<file path="src/rtl/mux8to1_if.sv">
// mux8to1_if: bus bundle for the 8:1 selector.
// in/sel from the master, out/out_q/sel_q/rise/fall/toggle_cnt back.
interface mux8to1_if #(
  parameter int COUNT_W = 8
);
  logic [7:0]         in;
  logic [2:0]         sel;
  logic               out;
  logic               out_q;
  logic [2:0]         sel_q;
  logic               rise;
  logic               fall;
  logic [COUNT_W-1:0] toggle_cnt;

  modport master (
    output in, sel,
    input  out, out_q, sel_q,
    input  rise, fall, toggle_cnt
  );

  modport slave (
    input  in, sel,
    output out, out_q, sel_q,
    output rise, fall, toggle_cnt
  );
endinterface

</file>
<file path="src/rtl/mux8to1.sv">
// mux8to1: combinational in[sel] plus a registered view with
// edge pulses and a saturating edge count. Ports: clk, rst_n, bus.
module mux8to1 #(
  parameter int COUNT_W = 8
) (
  input logic     clk,
  input logic     rst_n,
  mux8to1_if.slave bus
);

  logic               q_d;
  logic               chg;
  logic [COUNT_W-1:0] cnt;

  assign bus.out        = bus.in[bus.sel];
  assign bus.toggle_cnt = cnt;

  // q_d holds the previous out_q, so pulses land one
  // cycle after out_q itself changes.
  assign chg = bus.out_q ^ q_d;

  always_ff @(posedge clk or negedge rst_n) begin
    if (!rst_n) begin
      bus.out_q <= 1'b0;
      bus.sel_q <= 3'd0;
      q_d       <= 1'b0;
      bus.rise  <= 1'b0;
      bus.fall  <= 1'b0;
      cnt       <= '0;
    end else begin
      bus.out_q <= bus.in[bus.sel];
      bus.sel_q <= bus.sel;
      q_d       <= bus.out_q;
      bus.rise  <= bus.out_q & ~q_d;
      bus.fall  <= ~bus.out_q & q_d;
      if (chg && (cnt != {COUNT_W{1'b1}}))
        cnt <= cnt + COUNT_W'(1);
    end
  end

endmodule

</file>
<file path="src/flat_wrapper.sv">
// flat-port wrapper written by rule: the top's interface ports become plain ports
module mux8to1_flat 
#(
  parameter int COUNT_W = 8
)
  (clk, rst_n, bus_in, bus_sel, bus_out, bus_out_q, bus_sel_q, bus_rise, bus_fall, bus_toggle_cnt);
  mux8to1_if #(.COUNT_W(COUNT_W)) bus_i ();
  input logic clk;
  input logic rst_n;
  input wire logic [$bits(bus_i.in)-1:0] bus_in;
  input wire logic [$bits(bus_i.sel)-1:0] bus_sel;
  output wire logic [$bits(bus_i.out)-1:0] bus_out;
  output wire logic [$bits(bus_i.out_q)-1:0] bus_out_q;
  output wire logic [$bits(bus_i.sel_q)-1:0] bus_sel_q;
  output wire logic [$bits(bus_i.rise)-1:0] bus_rise;
  output wire logic [$bits(bus_i.fall)-1:0] bus_fall;
  output wire logic [$bits(bus_i.toggle_cnt)-1:0] bus_toggle_cnt;
  assign bus_i.in = bus_in;
  assign bus_i.sel = bus_sel;
  assign bus_out = bus_i.out;
  assign bus_out_q = bus_i.out_q;
  assign bus_sel_q = bus_i.sel_q;
  assign bus_rise = bus_i.rise;
  assign bus_fall = bus_i.fall;
  assign bus_toggle_cnt = bus_i.toggle_cnt;
  mux8to1 #(.COUNT_W(COUNT_W)) u_core (.clk(clk), .rst_n(rst_n), .bus(bus_i));
endmodule
</file>
<file path="config.mk">
export PLATFORM = sky130hd
export DESIGN_NAME = mux8to1_flat
export DESIGN_NICKNAME = d
export VERILOG_FILES = /design/src/rtl/mux8to1_if.sv /design/src/rtl/mux8to1.sv /design/src/flat_wrapper.sv
export SDC_FILE = /design/constraint.sdc
export NUM_CORES = 1
export LEC_CHECK = 0
export CORE_UTILIZATION = 37
export CTS_CLUSTER_DIAMETER = 100
export DETAILED_ROUTE_END_ITERATION = 10
export HOLD_SLACK_MARGIN = 0.02
export PLACE_DENSITY = 0.77
export RECOVER_POWER = 25
export SLEW_MARGIN = 25
export SYNTH_ARGS = -nofsm -noshare
export SYNTH_HDL_FRONTEND = slang
export SYNTH_SLANG_ARGS = --single-unit
</file>
<file path="constraint.sdc">
create_clock -name clk -period 1.6 [get_ports clk]
set_input_delay 0.32 -clock clk [delete_from_list [all_inputs] [get_ports clk]]
set_output_delay 0.32 -clock clk [all_outputs]
set_load 0.01 [all_outputs]
</file>
### After elaboration in Yosys (flattened, before gate mapping)

Index checks and enable logic that the tools add are counted.

| word-level totals | value |
|---|---|
| register bits | 15 |
| bits of input ports | 13 |
| output and inout port bits | 15 |
| logic and storage cells | 17 |

| cells by class | value |
|---|---|
| add/subtract/negate cells | 1 |
| $lt $le $gt $ge | 1 |
| eq/ne operators | 1 |
| muxes and demuxes | 2 |
| bitwise operators | 5 |
| reduce and logical (&&, ||, !) cells | 1 |

Operator list:

| operator | count |
|---|---|
| $add 8x1->8 const B | 1 |
| $ne 8x8->1 const B | 1 |
| $lt 3x4->1 const B | 1 |
| $bmux 1 s3 | 1 |
| $and 1x1->1 | 2 |
| $not 1->1 | 2 |
| $logic_and 1x1->1 | 1 |
| $mux 1 | 1 |
| $xor 1x1->1 | 1 |

### Logic depth before layout (Yosys ltp)

| depth | value |
|---|---|
| depth after elaboration | 2 |
| gate-level depth with buffers | 5 |
| depth with buffers taken out | 5 |

### Worst setup path before layout

OpenSTA, ideal clock, no wires.

| timing path | value |
|---|---|
| path kind | flip-flop to flip-flop |
| from | reg u_core.bus.out_q |
| to | reg u_core.cnt[7] (netlist: u_core.bus.toggle_cnt[7]) |
| library setup time | 125 ps |
| arrival time | 1449 ps |
| required time | 1475 ps |
| slack | 26 ps |
| cell stages (with the launch flop) | 6 |
| path buffers | 0 |
| period minus slack after synthesis | 1574 ps |
| cell sequence | dfrtp_1 > inv_1 > ha_1 > and4b_1 > nand3_1 > mux2_2 |

| on the way | value |
|---|---|
| word-level cells in the longest chain between the ends | 2 |

Ends and longest elaborated chain:

| element | RTL line | RTL |
|---|---|---|
| start: declaration | mux8to1_if.sv:23 | `output out, out_q, sel_q,` |
| start signal: assignment | mux8to1.sv:31 | `bus.out_q <= bus.in[bus.sel];` |
| $xor 1x1->1 | mux8to1.sv:20 | `assign chg = bus.out_q ^ q_d;` |
| $logic_and 1x1->1 | mux8to1.sv:36 | `if (chg && (cnt != {COUNT_W{1'b1}}))` |
| end signal: assignment | mux8to1.sv:37 | `cnt <= cnt + COUNT_W'(1);` |
| end: declaration | mux8to1.sv:13 | `logic [COUNT_W-1:0] cnt;` |

No other way between the ends.
A chain may end at the register's enable or synchronous reset.

### Final worst setup path

| timing path | value |
|---|---|
| from | in bus_sel[0] |
| to | out bus_out |

| on the way | value |
|---|---|
| word-level cells in the longest chain between the ends | 2 |

Ends and longest elaborated chain:

| element | RTL line | RTL |
|---|---|---|
| start: declaration | flat_wrapper.sv:11 | `input wire logic [$bits(bus_i.sel)-1:0] bus_sel;` |
| $bmux 1 s3 | mux8to1.sv:15 | `assign bus.out = bus.in[bus.sel];` |
| $mux 1 (not written as such) | mux8to1.sv:15 |  |
| end: declaration | flat_wrapper.sv:12 | `output wire logic [$bits(bus_i.out)-1:0] bus_out;` |

No other way between the ends. The select of a mux whose other input is x is not followed.

==> run metrics <==
status=finished, violations left; failing checks=negative setup slack; RSZ-0062 raised after global routing=true; DIE AREA=0.002012 sq mm; drt wl/cell=12.48 microns; Worst Skew=0.008944 ns; Final Cycle Share=1.002; Layout Nets=105; final instance area=0.001060 sq mm; Max Freq=0.6235 GHz; RePlAce Congestion=0.7794; Crit Path Max Fanout=3; Crit path required time=1.28 ns; Final Max Slew Viols=0; Worst Path Class, Setup=input port to primary output; vias after detailed routing=548; H-tree depth=1; Cell Pwr Density=1415 mW/mm^2; pre-CTS setup slack=-0.8991 ns; Synth Area in Adders=0.05525; Worst-Margin Slew=0.8039 ns; vias per std cell=4.850; final setup vio count=1; final hold violations=0; Root Driver=clkbuf_4; Leak=0.5254 nW; GR Overflow Total=0; setup_tns=-0.003821 ns; CTS clk-pin slew, worst paths=0.09 ns; GRT Total Usage=0.1660; Setup crit end kind=primary output; mux cell area share after synthesis=0.1657; Core Area=0.001727 sq mm; number of port buffers=27; initial antenna violation count=0; Die W=44.85 microns; max_slew headroom=0.4641; Worst EP arrival=1.28 ns; fin crit period=1.604 ns; distinct cell type count after synthesis=22; DRT iter0 DRCs=18; starting density of the core=0.3935; register area share after synthesis=0.5525; total I/O pin count=28; Min-Delay Path Class=input port to flop; VDD IR max=0.0005827 V; clock sink total=15; maxcap violations=0; startpoint type of the worst setup path=input port; post-synthesis compound-gate area fraction=0.07182; Mapped Nets=64; drc violations=0; first-pass GRT wire length=2325 microns; Inserted Diodes=0; setup slack after layout=-0.003821 ns; CTS buffer count=3; final antenna-violating net count=0; worst skew pair latency=0.27 ns; DR pass1 iterations=4; Seq cells post-synth=15; DIE HEIGHT=44.85 microns; Detailed Route WL=1410 microns; number of global-route vias before repair=540; row count=15; cts hold-fix bufs=0; DP Wirelength=1027 microns; Synth Area per Inst=14.15 sq um; total placed instance area=996.0 sq um; CTS max path bufs=2; largest net degree at the start of global routing=16; share of layout cells above drive strength 1=0.3864; Warnings, synthesis=0; post-synthesis simple-gate area fraction=0.1123; CTS tree=yes; Layout area overhead=55.99%; cell area after synthesis=679.4 sq um; Post-Synth XOR/XNOR Area=0.02578; main combinational cell family by area after synthesis=multiplexers; Final Hold Slack=0.1498 ns; Syn Inst Count=48
## metal layers
metal | GRT usage | routed length, microns
met1 | 0.1974 | 563
met4 | 0.07273 | 23
met3 | 0.05200 | 79
met5 | 0 | 0
met2 | 0.2765 | 743
## cell type report
type | instances | area [sq um]
Tap cell | 25 | 31.28
Inverter | 3 | 11.26
Timing Repair Buffer | 36 | 310.3
Multi-Input combinational cell | 30 | 302.8
Fill cell | 155 | 666.9
Sequential cell | 15 | 377.9
Clock buffer | 4 | 26.28
## critical path: stages
cell and delay, ns:
buf_8 0.08, mux4_2 0.47, mux2_4 0.29, buf_6 0.12
## power by group
group          total [W]  internal (W)  leakage [nW]  switching, W
combinational   0.000717      0.000435         0.331      0.000282
clock           0.000212     0.0000964        0.0150      0.000116
sequential      0.000570      0.000486         0.180     0.0000837
total            0.00150       0.00102         0.525      0.000481
## logic make-up (layout without fill, tap and decap cells)
logic type      after synthesis  in the layout
fa+ha+maj                     3              3
flops                        15             15
compound gates                6              6
simple gates                 12             12
xor+xnor                      2              2
buf+inv                       3             43
mux                           7              7
## worst paths after layout
check,startpoint,to,slack [ns],depth (start not counted)
worst max-delay path,bus_sel[0],bus_out,-0.004,4
worst min-delay path,bus_sel[0],u_core.bus.sel_q[0],0.15,1
worst max register to register,u_core.bus.out_q,u_core.bus.toggle_cnt[7],0.12,5
worst min register to register,u_core.bus.out_q,u_core.q_d,0.50,1
max in group asynchronous,rst_n,u_core.bus.toggle_cnt[4],0.42,2
min in group asynchronous,rst_n,u_core.bus.toggle_cnt[0],0.64,2
## cells in the mapped netlist
cell type | n | share of area
ha_1 | 3 | 0.055
nand2_1 | 3 | 0.017
and3_1 | 1 | 0.0092
nor2_1 | 1 | 0.0055
o2111ai_1 | 1 | 0.013
o211ai_1 | 2 | 0.022
o21ba_1 | 1 | 0.015
xnor2_1 | 1 | 0.013
nand2b_1 | 1 | 0.0092
nor2b_1 | 1 | 0.0092
nand3_1 | 1 | 0.0074
nor3_1 | 1 | 0.0074
mux4_1 | 2 | 0.077
dfrtp_1 | 15 | 0.55
mux2_4 | 1 | 0.022
xor2_1 | 1 | 0.013
and4b_1 | 1 | 0.015
inv_1 | 3 | 0.017
mux2_2 | 4 | 0.066
nand3_2 | 1 | 0.015
nand4_2 | 1 | 0.018
o21a_1 | 2 | 0.022
## state kept, by name (all words and copies together), names as in the netlist
signal,flops
u_core.bus.toggle_cnt,8
u_core.bus.sel_q,3
u_core.bus.fall,1
u_core.bus.out_q,1
u_core.bus.rise,1
u_core.q_d,1
## per-stage QoR
stage | total power, W | utilization | cells
after floorplan | 0.0008663 | - | 48
after global placement | 0.001144 | 0.5768 | 102
after detailed placement | 0.001169 | 0.5768 | 102
after CTS | 0.001414 | 0.5804 | 108
after global routing | 0.001609 | 0.6138 | 113
final | 0.001499 | 0.6138 | 113
## placed cells by master (no fill, tap or decap), drive strengths merged
master and n:
and3 1, and4b 1, buf 18, clkbuf 5
clkdlybuf4s15 1, clkdlybuf4s50 11, dfrtp 15, dlygate4sd3 1
dlymetal6s2s 4, ha 3, inv 3, mux2 5
mux4 2, nand2 3, nand2b 1, nand3 2
nand4 1, nor2 1, nor2b 1, nor3 1
o2111ai 1, o211ai 2, o21a 2, o21ba 1
xnor2 1, xor2 1
## repair_timing
action | 4_1_cts | 5_1_grt
buffers inserted | 2 | 5
resized for setup | 43 | 6
endpoints found under the hold margin | 0 | 0
setup endpoints to repair | 5 | 9
(Power assumes the default switching activity.)
